===== src/rtl/pixel_tx_sequencer_pkg.sv =====
// ============================================================================
// pixel_tx_sequencer_pkg : shared state encoding and constants
// Revision: 1.0
// ============================================================================
`default_nettype none

package pixel_tx_sequencer_pkg;

    typedef enum logic [2:0] {
        ST_IDLE = 3'd0,
        ST_READ = 3'd1,
        ST_WAIT = 3'd2,
        ST_SEND = 3'd3,
        ST_NEXT = 3'd4
    } state_t;

    localparam int GRAY_REPEAT = 3;

    // Width of a counter that must reach max_val (never narrower than 1 bit).
    function automatic int cnt_width(input int max_val);
        return (max_val < 1) ? 1 : $clog2(max_val + 1);
    endfunction

endpackage

`default_nettype wire


===== src/rtl/pixel_tx_sequencer_if.sv =====
// ============================================================================
// pixel_tx_sequencer_if : control, source-RAM and UART-TX signals of the sequencer
// Revision: 1.0
// ============================================================================
`default_nettype none

interface pixel_tx_sequencer_if #(
    parameter int ADDR_BITS = 10
);
    logic                 start;
    logic                 abort;
    logic                 busy;
    logic                 done;
    logic [ADDR_BITS-1:0] mem_addr;
    logic [7:0]           pix_data;
    logic                 tx_full;
    logic                 wr_uart;
    logic [7:0]           w_data;

    modport master (
        input  start, abort, pix_data, tx_full,
        output busy, done, mem_addr, wr_uart, w_data
    );

    modport slave (
        output start, abort, pix_data, tx_full,
        input  busy, done, mem_addr, wr_uart, w_data
    );
endinterface

`default_nettype wire


===== src/rtl/pixel_tx_sequencer.sv =====
// ============================================================================
// pixel_tx_sequencer : walks source RAM, waits out RAM+filter latency, strobes
// each filtered byte into the UART TX FIFO. Define GRAY3X_EN to send every byte 3x.
// Revision: 1.0
// ============================================================================
`default_nettype none

module pixel_tx_sequencer
    import pixel_tx_sequencer_pkg::*;
#(
    parameter int ADDR_BITS  = 10,
    parameter int NUM_PIXELS = 1024,
    parameter int FILTER_LAT = 0
) (
    input  wire logic             clk,
    input  wire logic             reset,
    pixel_tx_sequencer_if.master  bus
);

    localparam int                   WCNT_W     = cnt_width(FILTER_LAT);
    localparam logic [WCNT_W-1:0]    WCNT_LAST  = WCNT_W'(FILTER_LAT);
    localparam logic [ADDR_BITS-1:0] LAST_ADDR  = ADDR_BITS'(NUM_PIXELS - 1);

    state_t               r_state;
    state_t               w_next;
    logic [ADDR_BITS-1:0] r_addr;
    logic [WCNT_W-1:0]    r_wcnt;
    logic [7:0]           r_data;
    logic                 r_done;

    logic                 w_strobe;
    logic                 w_send_done;
    logic                 w_wait_last;
    logic                 w_last_pix;

    assign w_wait_last = (r_state == ST_WAIT) && (r_wcnt == WCNT_LAST);
    assign w_last_pix  = (r_addr == LAST_ADDR);

    // The strobe depends only on registers and the FIFO/abort inputs, so a
    // full FIFO or an abort suppresses it within the same cycle.
    assign w_strobe = (r_state == ST_SEND) && !bus.tx_full && !bus.abort;

`ifdef GRAY3X_EN
    localparam logic [1:0] REP_LAST = 2'(GRAY_REPEAT - 1);

    logic [1:0] r_rep;

    assign w_send_done = w_strobe && (r_rep == REP_LAST);

    always_ff @(posedge clk or posedge reset) begin
        if (reset) begin
            r_rep <= '0;
        end else if (bus.abort || (r_state == ST_NEXT)) begin
            r_rep <= '0;
        end else if (w_strobe) begin
            r_rep <= (r_rep == REP_LAST) ? 2'd0 : r_rep + 2'd1;
        end
    end
`else
    assign w_send_done = w_strobe;
`endif

    always_ff @(posedge clk or posedge reset) begin
        if (reset) begin
            r_state <= ST_IDLE;
        end else begin
            r_state <= w_next;
        end
    end

    always_comb begin
        w_next = r_state;
        case (r_state)
            ST_IDLE: if (bus.start)  w_next = ST_READ;
            ST_READ:                 w_next = ST_WAIT;
            ST_WAIT: if (w_wait_last) w_next = ST_SEND;
            ST_SEND: if (w_send_done) w_next = ST_NEXT;
            ST_NEXT:                 w_next = w_last_pix ? ST_IDLE : ST_READ;
            default:                 w_next = ST_IDLE;
        endcase
        // Abort outranks everything, including a start in IDLE.
        if (bus.abort) begin
            w_next = ST_IDLE;
        end
    end

    always_ff @(posedge clk or posedge reset) begin
        if (reset) begin
            r_wcnt <= '0;
        end else if ((r_state == ST_WAIT) && (w_next == ST_WAIT)) begin
            r_wcnt <= r_wcnt + WCNT_W'(1);
        end else begin
            r_wcnt <= '0;
        end
    end

    always_ff @(posedge clk or posedge reset) begin
        if (reset) begin
            r_data <= '0;
        end else if (w_wait_last && !bus.abort) begin
            r_data <= bus.pix_data;
        end
    end

    // Address is held from READ through SEND; it only moves in NEXT.
    always_ff @(posedge clk or posedge reset) begin
        if (reset) begin
            r_addr <= '0;
            r_done <= 1'b0;
        end else begin
            r_done <= 1'b0;
            if (bus.abort) begin
                r_addr <= '0;
            end else if ((r_state == ST_IDLE) && bus.start) begin
                r_addr <= '0;
            end else if (r_state == ST_NEXT) begin
                if (w_last_pix) begin
                    r_addr <= '0;
                    r_done <= 1'b1;
                end else begin
                    r_addr <= r_addr + ADDR_BITS'(1);
                end
            end
        end
    end

    assign bus.busy     = (r_state != ST_IDLE);
    assign bus.done     = r_done;
    assign bus.mem_addr = r_addr;
    assign bus.wr_uart  = w_strobe;
    assign bus.w_data   = r_data;

endmodule

`default_nettype wire


===== src/flat_wrapper.sv =====
// flat-port wrapper written by rule: the top's interface ports become plain ports
module pixel_tx_sequencer_flat import pixel_tx_sequencer_pkg::*;
#(
    parameter int ADDR_BITS  = 10,
    parameter int NUM_PIXELS = 1024,
    parameter int FILTER_LAT = 0
)
  (clk, reset, bus_start, bus_abort, bus_pix_data, bus_tx_full, bus_busy, bus_done, bus_mem_addr, bus_wr_uart, bus_w_data);
  pixel_tx_sequencer_if #(.ADDR_BITS(ADDR_BITS)) bus_i ();
  input  wire logic clk;
  input  wire logic reset;
  input wire logic [$bits(bus_i.start)-1:0] bus_start;
  input wire logic [$bits(bus_i.abort)-1:0] bus_abort;
  input wire logic [$bits(bus_i.pix_data)-1:0] bus_pix_data;
  input wire logic [$bits(bus_i.tx_full)-1:0] bus_tx_full;
  output wire logic [$bits(bus_i.busy)-1:0] bus_busy;
  output wire logic [$bits(bus_i.done)-1:0] bus_done;
  output wire logic [$bits(bus_i.mem_addr)-1:0] bus_mem_addr;
  output wire logic [$bits(bus_i.wr_uart)-1:0] bus_wr_uart;
  output wire logic [$bits(bus_i.w_data)-1:0] bus_w_data;
  assign bus_i.start = bus_start;
  assign bus_i.abort = bus_abort;
  assign bus_i.pix_data = bus_pix_data;
  assign bus_i.tx_full = bus_tx_full;
  assign bus_busy = bus_i.busy;
  assign bus_done = bus_i.done;
  assign bus_mem_addr = bus_i.mem_addr;
  assign bus_wr_uart = bus_i.wr_uart;
  assign bus_w_data = bus_i.w_data;
  pixel_tx_sequencer #(.ADDR_BITS(ADDR_BITS), .NUM_PIXELS(NUM_PIXELS), .FILTER_LAT(FILTER_LAT)) u_core (.clk(clk), .reset(reset), .bus(bus_i));
endmodule

===== config.mk =====
export PLATFORM = sky130hd
export DESIGN_NAME = pixel_tx_sequencer_flat
export DESIGN_NICKNAME = d
export VERILOG_FILES = /design/src/rtl/pixel_tx_sequencer_pkg.sv /design/src/rtl/pixel_tx_sequencer_if.sv /design/src/rtl/pixel_tx_sequencer.sv /design/src/flat_wrapper.sv
export SDC_FILE = /design/constraint.sdc
export NUM_CORES = 1
export LEC_CHECK = 0
export ABC_AREA = 0
export BUFFER_PORTS_ARGS = -buffer_cell sky130_fd_sc_hd__buf_2
export CORE_ASPECT_RATIO = 0.75
export CORE_UTILIZATION = 35
export DETAILED_ROUTE_END_ITERATION = 7
export SLEW_MARGIN = 5
export SYNTH_ARGS = -nofsm -noshare
export SYNTH_HDL_FRONTEND = slang
export SYNTH_SLANG_ARGS = --single-unit

===== constraint.sdc =====
create_clock -name clk -period 2.85 [get_ports clk]
set_input_delay 0.57 -clock clk [delete_from_list [all_inputs] [get_ports clk]]
set_output_delay 0.57 -clock clk [all_outputs]
set_load 0.05 [all_outputs]

==> results.ini <==
[outcome]
status = finished, final reports clean

[final_layout]
drive_above_1_share = 0.381
fillers = 305
areaGrowthSynthToFinish_pct = 21.2
final_cell_mix = buf_2, dfrtp_1, a21oi_1, mux2_2, nand2_1
stdcell_count = 172
antenna_cells = 0
final_common_cell = buf_2
nets = 149

[synthesis]
synth_seq_cells = 23
synth_nets = 114
synth_area_um2 = 1120
synth_area_leaders = dfrtp_1, mux2_2, a21oi_1
synthCells = 100
yosysTopAreaCell = dfrtp_1
synth_top_area_share = 0.514
synth-warning-count = 0
synth_edf_count = 0
yosysUniqueCellTypes = 32
synth-async-reset-ratio = 1.00
synth_seq_area_share = 0.514
avgSynthCellArea_um2 = 11.2
synth-main-ff-cell = dfrtp_1

[global_route]
overflow = 0
grt_max_degree = 24
antenna_found_initial = 0
grt_pass1_vias = 764
track_usage = 0.150
grt_pass1_wl_mm = 3.80

[routing]
ant_nets = 0
vias = 910
drt-pass1-iter-count = 4
drc = 0
finalWirelength_mm = 2.32
wl_per_cell_um = 13.5
viasPerCell = 5.29
drt_iter0_drc = 65

[clock_tree]
cts_root_buffer = clkbuf_8
clk_path_buf_depth = 2
cts_buffers = 3
h-tree-depth = 1
cts_tree = done
post_cts_buffers = 0
clkTransAtPathRegs_ns = 0.08
clock_latency_ns = 0.27
cts_resized = 0
cts.sinks = 23
cts_hold_buf = 0

[sta]
hold_violations = 0
clock-skew-final_ns = 0.00380
slew_violations = 0
fin_crit_sh = 0.712
period_minus_slack_ns = 2.03
setup_viol = 0
tightest_slew_ns = 0.873
max_slew_margin = 0.417
grt_setup_unrepaired = no
fin_tns_setup_ns = 0
timing.fmax_ghz = 0.493

[setup_path]
startpoint_type = flip-flop
crit_arrival_ns = 1.46
rrSetupSlack_ns = 1.23
worstPathRequired_ns = 2.28
r2r-start = u_core.r_state[2]
r2r_cells = 4
worstSetupPathType = flip-flop to output port
critPathMaxFanout = 5
rr_endpoint = u_core.bus.mem_addr[9]
end_kind = output port

[pwr]
p_leak_nw = 0.620
powerDensity_nw_per_um2 = 686
ir_worst_vdd_mv = 0.465

[die]
row_count = 17
initial_utilization = 0.373
io_pins = 34
coreArea_um2 = 3000
die_w_um = 67.3
die-area_um2 = 3430
die_h_um = 51.0

[placement]
gp_congestion = 0.759
port-buffer-count = 33
placed_cells = 168
dp_hpwl_mm = 1.75

[hold_path]
hold_class = input port to async pin

[flow_run]
maxCapViolations = 0

-- critical path: stages, from the launching register on --
cell and delay (ns):
dfrtp_1 0.57, nand2_1 0.15, nor4_1 0.17, buf_2 0.30
-- metrics by stage --
stage	hold WS (ns)	setup WS [ns]	area (um2)	util	total power (W)
finish	0.470	0.821	1360	0.453	0.000931
global route	0.498	0.746	1360	0.453	0.000984
CTS	0.495	0.815	1360	0.453	0.000949
detailed placement	0.495	1.00	1310	0.436	0.000737
global placement	0.488	1.01	1310	0.436	0.000730
floorplan	0.572	0.0455	1120	-	0.000663
-- Yosys cell counts, types with 2 or more instances --
| cell | instances |
|---|---|
| o31ai_1 | 3 |
| o21ai_0 | 5 |
| nand3_1 | 4 |
| nand2_1 | 6 |
| nand4_1 | 5 |
| a21oi_1 | 9 |
| mux2_2 | 8 |
| and3_1 | 3 |
| xor2_1 | 2 |
| dfrtp_1 | 23 |
| or4_1 | 3 |
| nor4_1 | 3 |
| or3_1 | 3 |
| inv_1 | 3 |
| nor2_1 | 3 |
-- power by group --
part	switching, W	total [W]	internal (W)
clock network	0.000107	0.000206	0.0000989
logic	0.000236	0.000321	0.0000850
registers	0.0000292	0.000404	0.000375
total	0.000372	0.000931	0.000559
-- how the worst max path moves through the flow --
stage	start	to
floorplan	bus_abort	bus_wr_uart
global placement	bus_abort	bus_wr_uart
detailed placement	bus_abort	bus_wr_uart
CTS	u_core.r_state[0]	bus_wr_uart
global route	u_core.r_state[0]	bus_wr_uart
finish	u_core.r_state[0]	bus_wr_uart
-- kinds of logic (layout without fill, tap and decap cells) --
group                    after synthesis  count (layout)  share of synthesized area
adder cells (fa/ha/maj)                1               1                     0.0112
flip-flops                            23              23                      0.514
AND/OR/NAND/NOR                       37              37                      0.215
XOR/XNOR                               2               2                     0.0156
other                                  1               1                    0.00335
multiplexers                           8               8                     0.0805
AO/OA/AOI/OAI                         22              22                      0.130
buffers and inverters                  6              40                     0.0313
-- cell type report --
cell class	count	area [um2]	share of cell area
clock buffers	3	41.3	0.0304
clock inverters	1	7.51	0.00553
flip-flops and latches	23	576	0.424
well taps	38	47.5	0.0350
repair buffers	33	165	0.122
multi-input cells	71	509	0.375
inverters	3	11.3	0.00829
-- sequential cells by signal (all words and copies together) (netlist names) --
name                 flops
u_core.bus.mem_addr     10
u_core.bus.w_data        8
u_core.r_wcnt            1
u_core.bus.done          1
u_core.r_state           3
-- per-layer routing --
layer	share of wire	global-route usage	up-vias
met5	0	0	-
met4	0.0069	0.0426	0
met3	0.064	0.0446	3
met2	0.43	0.208	21
met1	0.50	0.223	446
li1	-	-	440
(Power assumes the default switching activity.)
